$ cat src/rtl/seg_scan_driver_if.sv
// Bus bundle between the result datapath (master) and seg_scan_driver (slave).
// data_in nibble 0 is the rightmost digit; seg is {a,b,c,d,e,f,g,dp}.
interface seg_scan_driver_if #(
  parameter int DIGITS = 4
);
  logic [4*DIGITS-1:0] data_in;
  logic [DIGITS-1:0]   dp_in;
  logic                load;
  logic [7:0]          seg;
  logic [DIGITS-1:0]   sel;
  logic                frame_done;

  modport master (
    output data_in, dp_in, load,
    input  seg, sel, frame_done
  );

  modport slave (
    input  data_in, dp_in, load,
    output seg, sel, frame_done
  );
endinterface

$ cat src/rtl/seg_scan_driver.sv
// Time-multiplexed seven-segment scanner with tear-free, frame-aligned load commits.
// Optional macro SEG_LZB_EN enables leading-zero blanking (mask registered with the shadow word).
module seg_scan_driver #(
  parameter int DIGITS      = 4,
  parameter int DIV         = 50000,
  parameter int SEL_ACT_LOW = 0
) (
  input logic               clk,
  input logic               rst,
  seg_scan_driver_if.slave  bus
);

  localparam int PW   = (DIV > 1) ? $clog2(DIV) : 1;
  localparam int IDXW = (DIGITS > 1) ? $clog2(DIGITS) : 1;
  localparam logic [DIGITS-1:0] SEL_IDLE = (SEL_ACT_LOW != 0) ? {DIGITS{1'b1}} : {DIGITS{1'b0}};

  function automatic logic [7:0] enc(input logic [3:0] d);
    case (d)
      4'd0:    enc = 8'hfc;
      4'd1:    enc = 8'h60;
      4'd2:    enc = 8'hda;
      4'd3:    enc = 8'hf2;
      4'd4:    enc = 8'h66;
      4'd5:    enc = 8'hb6;
      4'd6:    enc = 8'hbe;
      4'd7:    enc = 8'he0;
      4'd8:    enc = 8'hfe;
      4'd9:    enc = 8'hf6;
      default: enc = 8'h00;
    endcase
  endfunction

`ifdef SEG_LZB_EN
  // A digit is blanked when it and every digit above it hold no nonzero BCD value.
  function automatic logic [DIGITS-1:0] lzb_mask(input logic [DIGITS-1:0][3:0] w);
    logic seen;
    seen     = 1'b0;
    lzb_mask = {DIGITS{1'b0}};
    for (int i = DIGITS - 1; i >= 1; i--) begin
      seen        = seen | ((w[i] >= 4'd1) && (w[i] <= 4'd9));
      lzb_mask[i] = ~seen;
    end
  endfunction
`endif

  logic [PW-1:0]              presc_r;
  logic [IDXW-1:0]            idx_r;
  logic [DIGITS-1:0][3:0]     shadow_r;
  logic [DIGITS-1:0]          shadow_dp_r;
  logic [DIGITS-1:0][3:0]     stage_r;
  logic [DIGITS-1:0]          stage_dp_r;
  logic                       pending_r;
  logic [7:0]                 seg_r;
  logic [DIGITS-1:0]          sel_r;
  logic                       frame_done_r;
`ifdef SEG_LZB_EN
  logic [DIGITS-1:0]          blank_r;
`endif

  logic                       tick_s;
  logic                       boundary_s;
  logic                       commit_s;
  logic [DIGITS-1:0][3:0]     commit_data_s;
  logic [DIGITS-1:0]          commit_dp_s;
  logic [3:0]                 cur_digit_s;
  logic                       cur_dp_s;
  logic [7:0]                 seg_s;
  logic [DIGITS-1:0]          sel_s;

  assign tick_s        = (presc_r == PW'(DIV - 1));
  assign boundary_s    = tick_s && (idx_r == IDXW'(DIGITS - 1));
  assign commit_s      = boundary_s && (bus.load || pending_r);
  // A load on the boundary cycle bypasses the stage so it lands this frame.
  assign commit_data_s = bus.load ? bus.data_in : stage_r;
  assign commit_dp_s   = bus.load ? bus.dp_in   : stage_dp_r;

  // Next segment code and digit select for the digit under the scan index
  always_comb begin
    cur_digit_s = shadow_r[idx_r];
    cur_dp_s    = shadow_dp_r[idx_r];
`ifdef SEG_LZB_EN
    if (blank_r[idx_r]) begin
      seg_s = {7'b0000000, cur_dp_s};
    end else begin
      seg_s = enc(cur_digit_s) | {7'b0000000, cur_dp_s};
    end
`else
    seg_s = enc(cur_digit_s) | {7'b0000000, cur_dp_s};
`endif
    sel_s = {DIGITS{1'b0}};
    for (int i = 0; i < DIGITS; i++) begin
      sel_s[i] = (idx_r == IDXW'(i));
    end
  end

  // Scan timing, load staging, frame commit and registered outputs
  always_ff @(posedge clk or posedge rst) begin
    if (rst) begin
      presc_r      <= {PW{1'b0}};
      idx_r        <= {IDXW{1'b0}};
      shadow_r     <= {DIGITS{4'hF}};
      shadow_dp_r  <= {DIGITS{1'b0}};
      stage_r      <= {DIGITS{4'h0}};
      stage_dp_r   <= {DIGITS{1'b0}};
      pending_r    <= 1'b0;
      seg_r        <= 8'h00;
      sel_r        <= SEL_IDLE;
      frame_done_r <= 1'b0;
`ifdef SEG_LZB_EN
      blank_r      <= {DIGITS{1'b0}};
`endif
    end else begin
      presc_r <= tick_s ? {PW{1'b0}} : (presc_r + PW'(1'b1));
      if (tick_s) begin
        idx_r <= (idx_r == IDXW'(DIGITS - 1)) ? {IDXW{1'b0}} : (idx_r + IDXW'(1'b1));
      end
      if (bus.load) begin
        stage_r    <= bus.data_in;
        stage_dp_r <= bus.dp_in;
      end
      if (boundary_s) begin
        pending_r <= 1'b0;
      end else if (bus.load) begin
        pending_r <= 1'b1;
      end
      if (commit_s) begin
        shadow_r    <= commit_data_s;
        shadow_dp_r <= commit_dp_s;
`ifdef SEG_LZB_EN
        blank_r     <= lzb_mask(commit_data_s);
`endif
      end
      frame_done_r <= boundary_s;
      seg_r        <= seg_s;
      sel_r        <= (SEL_ACT_LOW != 0) ? ~sel_s : sel_s;
    end
  end

  assign bus.seg        = seg_r;
  assign bus.sel        = sel_r;
  assign bus.frame_done = frame_done_r;

endmodule
$ cat src/flat_wrapper.sv
// flat-port wrapper written by rule: the top's interface ports become plain ports
module seg_scan_driver_flat 
#(
  parameter int DIGITS      = 4,
  parameter int DIV         = 50000,
  parameter int SEL_ACT_LOW = 0
)
  (clk, rst, bus_data_in, bus_dp_in, bus_load, bus_seg, bus_sel, bus_frame_done);
  seg_scan_driver_if #(.DIGITS(DIGITS)) bus_i ();
  input logic clk;
  input logic rst;
  input wire logic [$bits(bus_i.data_in)-1:0] bus_data_in;
  input wire logic [$bits(bus_i.dp_in)-1:0] bus_dp_in;
  input wire logic [$bits(bus_i.load)-1:0] bus_load;
  output wire logic [$bits(bus_i.seg)-1:0] bus_seg;
  output wire logic [$bits(bus_i.sel)-1:0] bus_sel;
  output wire logic [$bits(bus_i.frame_done)-1:0] bus_frame_done;
  assign bus_i.data_in = bus_data_in;
  assign bus_i.dp_in = bus_dp_in;
  assign bus_i.load = bus_load;
  assign bus_seg = bus_i.seg;
  assign bus_sel = bus_i.sel;
  assign bus_frame_done = bus_i.frame_done;
  seg_scan_driver #(.DIGITS(DIGITS), .DIV(DIV), .SEL_ACT_LOW(SEL_ACT_LOW)) u_core (.clk(clk), .rst(rst), .bus(bus_i));
endmodule
$ cat config.mk
export PLATFORM = sky130hd
export DESIGN_NAME = seg_scan_driver_flat
export DESIGN_NICKNAME = d
export VERILOG_FILES = /design/src/rtl/seg_scan_driver_if.sv /design/src/rtl/seg_scan_driver.sv /design/src/flat_wrapper.sv
export SDC_FILE = /design/constraint.sdc
export NUM_CORES = 1
export LEC_CHECK = 0
export CAP_MARGIN = 20
export CORE_MARGIN = 4
export CORE_UTILIZATION = 50
export CTS_CLUSTER_DIAMETER = 60
export CTS_CLUSTER_SIZE = 30
export DETAILED_ROUTE_END_ITERATION = 16
export PLACE_DENSITY_LB_ADDON = 0.08
export SETUP_SLACK_MARGIN = 0.15
export SLEW_MARGIN = 40
export SYNTH_ARGS = -nofsm -noshare
export SYNTH_HDL_FRONTEND = slang
export SYNTH_SLANG_ARGS = --single-unit
$ cat constraint.sdc
create_clock -name clk -period 2.45 [get_ports clk]
set_clock_uncertainty 0.05 [all_clocks]
set_input_delay 0.6125 -clock clk [delete_from_list [all_inputs] [get_ports clk]]
set_output_delay 0.6125 -clock clk [all_outputs]
set_load 0.01 [all_outputs]
Yosys cells after proc, flatten, opt, wreduce, memory -nomap -nowiden
Memories as Yosys holds them, arrays and structs flattened. Index checks and enable logic that the tools add are counted.

Add/sub/neg operators: 2. Magnitude comparators: 1. Equal/unequal tests: 4. Muxes and demuxes: 10. Bitwise operators: 1. Reductions and logical operators: 5.

Operator list (count): 16-bit two-way mux (2); 16-bit by 1-bit adder with 16-bit output, second input constant (1); 16-bit equality test, second input constant (1); 4-bit binary-select mux with 2-bit select (1); 4-bit two-way mux (2); 8-bit by 1-bit bitwise OR with 8-bit output (1); 2-bit equality test, second input constant (2); 2-bit by 3-bit less-than comparator with 1-bit output, second input constant (1); 1-bit two-way mux (3); 2-bit by 1-bit adder with 2-bit output, second input constant (1); 1-bit binary-select mux with 2-bit select (1); 2-bit by 1-bit equality test with 1-bit output, second input constant (1); 1-bit logical AND (2); 2-bit zero test (1); 2-bit two-way mux (1); 2-bit nonzero test (1); 1-bit logical OR (1).

Flip-flop bits (word level): 72. ROM bits: 112. Input port bits: 23. Output and inout bits: 13. Logic and storage cells: 40. Memories kept: 1.

Memories: (no name shown) (depth 16, width 7, read ports 1, clocked after memory_dff 0, wr ports 0, RTL line seg_scan_driver.sv:18) `case (d)`.

Longest topological paths before layout
An unclocked memory read counts as a cell.

Word-level depth: 4. Depth in mapped cells: 8. Mapped depth without buffers: 7.

Least setup slack after synthesis
Ideal clock, no wire load.

Path type: register to register. Start: reg u_core.presc_r[7]. End: reg u_core.shadow_dp_r[1]. Library setup time: 0.125 ns. Arrival time: 1.988 ns. Required time: 2.275 ns. Slack: 0.286 ns. Stages on the path, launching flop included: 6. Buffers on the path: 1. Clock period less this slack: 2.164 ns. Path through: dfrtp_1 -> or4b_4 -> nor4_4 -> and3b_1 -> buf_6 -> mux2_4.

Cells in the longest elaborated chain, start to end: 3.

Ends and longest elaborated chain: start, declared (RTL line seg_scan_driver.sv:46) `logic [PW-1:0] presc_r;`; start signal, assigned (RTL line seg_scan_driver.sv:99) `presc_r <= {PW{1'b0}};`; start signal, assigned (RTL line seg_scan_driver.sv:113) `presc_r <= tick_s ? {PW{1'b0}} : (presc_r + PW'(1'b1));`; 16-bit equality test (RTL line seg_scan_driver.sv:70) `assign tick_s = (presc_r == PW'(DIV - 1));`; 1-bit logical AND (RTL line seg_scan_driver.sv:71) `assign boundary_s = tick_s && (idx_r == IDXW'(DIGITS - 1));`; 1-bit logical AND (RTL line seg_scan_driver.sv:72) `assign commit_s = boundary_s && (bus.load || pending_r);`; end signal, assigned (RTL line seg_scan_driver.sv:102) `shadow_dp_r <= {DIGITS{1'b0}};`; end signal, assigned (RTL line seg_scan_driver.sv:128) `shadow_dp_r <= commit_dp_s;`; end, declared (RTL line seg_scan_driver.sv:49) `logic [DIGITS-1:0] shadow_dp_r;`.

No other way between the ends. A chain may end at the register's enable or synchronous reset.

Worst setup path after layout
Start: reg u_core.presc_r[7]. End: reg u_core.shadow_dp_r[0].

Same word-level chain as after synthesis.

==> implementation parameters <==
Parameter                              Value

Route
  First-pass iteration count of the detailed router ... 4
  Violation count after the first detailed-routing iteration ... 35
  Post-detailed-route count of antenna-violating nets ... 0
  Number of vias after detailed routing ... between 1500 and 2000
  Post-detailed-route wirelength per cell ... between 10 and 15 um
  Total routed wirelength ... just under 5000 um
  Via count normalized by instance count ... approximately 5.0
  Total DRC errors in the routed layout ... 0

Power and ir drop
  Standby leakage power ... approximately 1.6 nW
  Sequential power share ... about 53%
  Share of total power consumed by net switching ... 19.93%
  Internal power summed over all cells ... roughly 1.9 mW
  Psw ... 464.3 uW
  VDD IR max ... between 0.0004 and 0.0005 V
  Combinational group share of total power ... 5.3%
  Clock network fraction of total power ... 41.9%
  Power Dens Cells ... 610.9 nW/um2

CTS
  Clock slew at the register clock pins of the worst setup and hold paths ... 70 ps
  CTS tree ... yes
  Insertion delay to the later sink of the worst-skew pair ... 330 ps
  CTS sink count ... approximately 70
  Buffer type at the clock tree root ... clkbuf_8
  Post-CTS setup repair buffer count ... 0
  Number of clock buffers inserted by TritonCTS ... 9
  Number of buffers on the longest clock path ... 2
  H-tree levels ... 3
  Count of cells resized by post-cts repair ... 0
  Number of hold-repair buffers added at the cts stage ... 0

Synth
  Compound-gate portion of the synthesized area ... approximately 2.0%
  Cell Area, Synth ... approximately 3100 um2
  Flops & latches, synth ... 72
  Dominant combinational cell family by area after synthesis ... multiplexers
  Part of the Yosys area used for sequential elements ... about three fifths
  Fraction of synthesized cell area in xor and xnor cells ... 3.388%
  Synthesized area divided by synthesized cell count ... 14.03 um2
  Synth Area in Adders ... under 10%
  Share of flip-flops with an asynchronous set or reset after synthesis ... 100.0%
  Count of warnings emitted by yosys ... 0
  EDFF count, synth ... 0
  Net count of the mapped netlist ... between 200 and 300
  Post-synthesis mux area share ... between 20% and 30%
  Primary flip-flop cell chosen by synthesis mapping ... dfrtp_1
  Cell count after synthesis ... 221
  Simple-Gate Fraction of Synth Area ... 8.350%
  Number of unique standard cell types used by synthesis ... 29

Cells and area
  Share of final-layout standard cells stronger than drive strength 1 ... 27.31%
  Nets ... 300
  Number of antenna cells inserted ... 0
  Area of all sequential standard cells ... about 1800 um2
  Leading cell type in the layout, fill and taps excluded ... dfrtp_1
  Filler cell count ... between 400 and 500
  Area overhead of the layout relative to synthesis ... 22.91%
  Top library cells by usage in the layout, fill and taps aside ... 56 x dfrtp_1, 35 x clkdlybuf4s50_1, 20 x mux2_2
  Area of combinational cells with multiple inputs ... between 1000 and 1500 um2

Critical path
  Cell breakdown of the critical path ... or4b_4, nor4_4, and3b_1, buf_12, mux2_1
  Slack of the worst reg-to-reg path ... around 270 ps
  Worst EP arrival ... approximately 2400 ps
  Data required time of the critical path ... about 2600 ps
  Type of element launching the critical path ... flip-flop
  Worst stage delay on the critical path ... about 560 ps
  Critical path peak fanout ... 20
  Depth of the most critical reg-to-reg path ... 5
  Category of the most critical setup path ... reg -> reg
  Cell with the largest stage delay on the worst path ... or4b_4
  Critical Path End Type ... flip-flop

Run status
  Result of the run ... completed

Timing
  Final-report hold violation count ... 0
  Tightest Pin Transition ... around 430 ps
  Final setup fails ... 0
  Final max-slew violation count ... 0
  Accumulated negative setup slack ... 0 ps
  Minimum setup slack in the final design ... roughly 270 ps
  Worst slew margin ... between 70 and 80%
  Peak Freq ... approximately 0.46 GHz
  RSZ-0062 raised after global routing ... no
  Minimum clock period after layout ... roughly 2200 ps
  Post-route clock period utilization ... between 80% and 90%

Global routing
  Largest net degree at the start of global routing ... 50
  First-pass GRT wire length ... about 8600 um
  GRT Resource Usage Total ... ~15%
  Final global-route overflow total ... 0
  Number of antenna violations at the first check in global routing ... 0
  Vias in the first global route ... between 1500 and 2000

Place
  Half-perimeter wire length after detailed placement ... ~3400 um
  Dpl ws ... 228.4 ps
  IO Port Bufs ... 35
  Weighted congestion reported at the end of routability-driven placement ... about 0.76

Floorplan
  Width of the chip ... 86.76 um
  Die area ... between 7000 and 8000 um2
  Cell row count ... 28
  Number of placed I/O pins ... 36
  Initial core utilization ... 52.08%
  Chip Height ... 86.76 um
  Standard cell core area ... around 6000 um2

Run
  Max-cap check violation count ... 0

Hold path
  Kind of path behind the tightest hold check ... reg -> reg
  Worst hold path depth ... 1
synthesized netlist by cell type (3+ instances only):
cell type	count	area (um2)
dfrtp_1	56	1401
mux2_2	20	225.2
nor2_1	18	67.56
dfstp_2	16	420.4
ha_1	11	137.6
inv_1	11	41.29
mux2_1	10	112.6
mux2_4	10	150.1
xnor2_1	9	78.83
nand2_1	7	26.28
clkbuf_1	6	22.52
o21ai_0	6	30.03
a21oi_1	5	25.02
mux4_2	5	112.6
nand4_1	5	31.28
nand3_1	4	20.02
mux2i_1	3	30.03
xor2_1	3	26.28
power by group through the flow:
stage                     logic, mW  registers [mW]  clock network, mW
after CTS                     0.128            1.23               1.01
after global routing          0.138            1.23               1.06
after floorplan              0.0639            1.25                  0
final                         0.124            1.23              0.975
after global placement        0.127            1.25                  0
after detailed placement      0.127            1.25                  0
sequential cells by signal, summed over array words and instances, names as in the netlist:
name and cells:
u_core.bus.sel 4, u_core.shadow_r 16, u_core.bus.seg 8, u_core.stage_r 16
u_core.shadow_dp_r 4, u_core.pending_r 1, u_core.idx_r 2, u_core.presc_r 16
u_core.stage_dp_r 4, u_core.bus.frame_done 1
layer usage:
| layer | vias to the layer above | wire [um] | global-route usage [%] |
|---|---|---|---|
| met5 | - | 0 | 0 |
| met4 | 0 | 80 | 7.649 |
| met3 | 8 | 225 | 3.897 |
| met2 | 32 | 2184 | 20.79 |
| met1 | 857 | 2450 | 22.15 |
| li1 | 848 | - | - |
stage by stage:
step / utilization [%] / area [um2] / cells / power, mW / hold WS [ps]
after detailed placement: 60.57 / 3607 / 330 / 1.379 / 429.6
after CTS: 64.01 / 3812 / 346 / 2.367 / 441.6
final: 64.01 / 3812 / 346 / 2.329 / 427.8
after global placement: 60.57 / 3607 / 330 / 1.376 / 412.5
after global routing: 64.01 / 3812 / 346 / 2.435 / 453.6
after floorplan: - / 3105 / 221 / 1.313 / 387.5
kinds of logic (layout without fill, tap and decap cells):
group,after synthesis,in the layout
simple gates,47,47
flops,72,72
fa+ha+maj,11,11
compound gates,12,12
xor+xnor,12,12
mux,48,48
buf+inv,19,69
worst max-delay path, delay by kind of cell, from the launching register on:
kind	cells	cell delay [ps]
simple gates	3	1070
flops	1	430
buf+inv	1	190
mux	1	330
cell type report:
| type | count | share of cell area, % |
|---|---|---|
| flip-flops and latches | 72 | 47.78 |
| multi-input cells | 130 | 31.31 |
| repair buffers | 42 | 11.88 |
| clock buffers | 12 | 3.544 |
| well taps | 75 | 2.461 |
| clock inverters | 4 | 1.838 |
| inverters | 11 | 1.181 |
path summary, 6_finish.rpt:
check | end | start
min in group asynchronous | u_core.bus.seg[4] | rst
hold / removal | u_core.presc_r[15] | u_core.presc_r[15]
setup / recovery | u_core.shadow_dp_r[0] | u_core.presc_r[7]
hold reg to reg | u_core.presc_r[15] | u_core.presc_r[15]
setup reg to reg | u_core.shadow_dp_r[0] | u_core.presc_r[7]
max in group asynchronous | u_core.shadow_r[6] | rst
No activity file was read; power rests on OpenSTA's default activity.
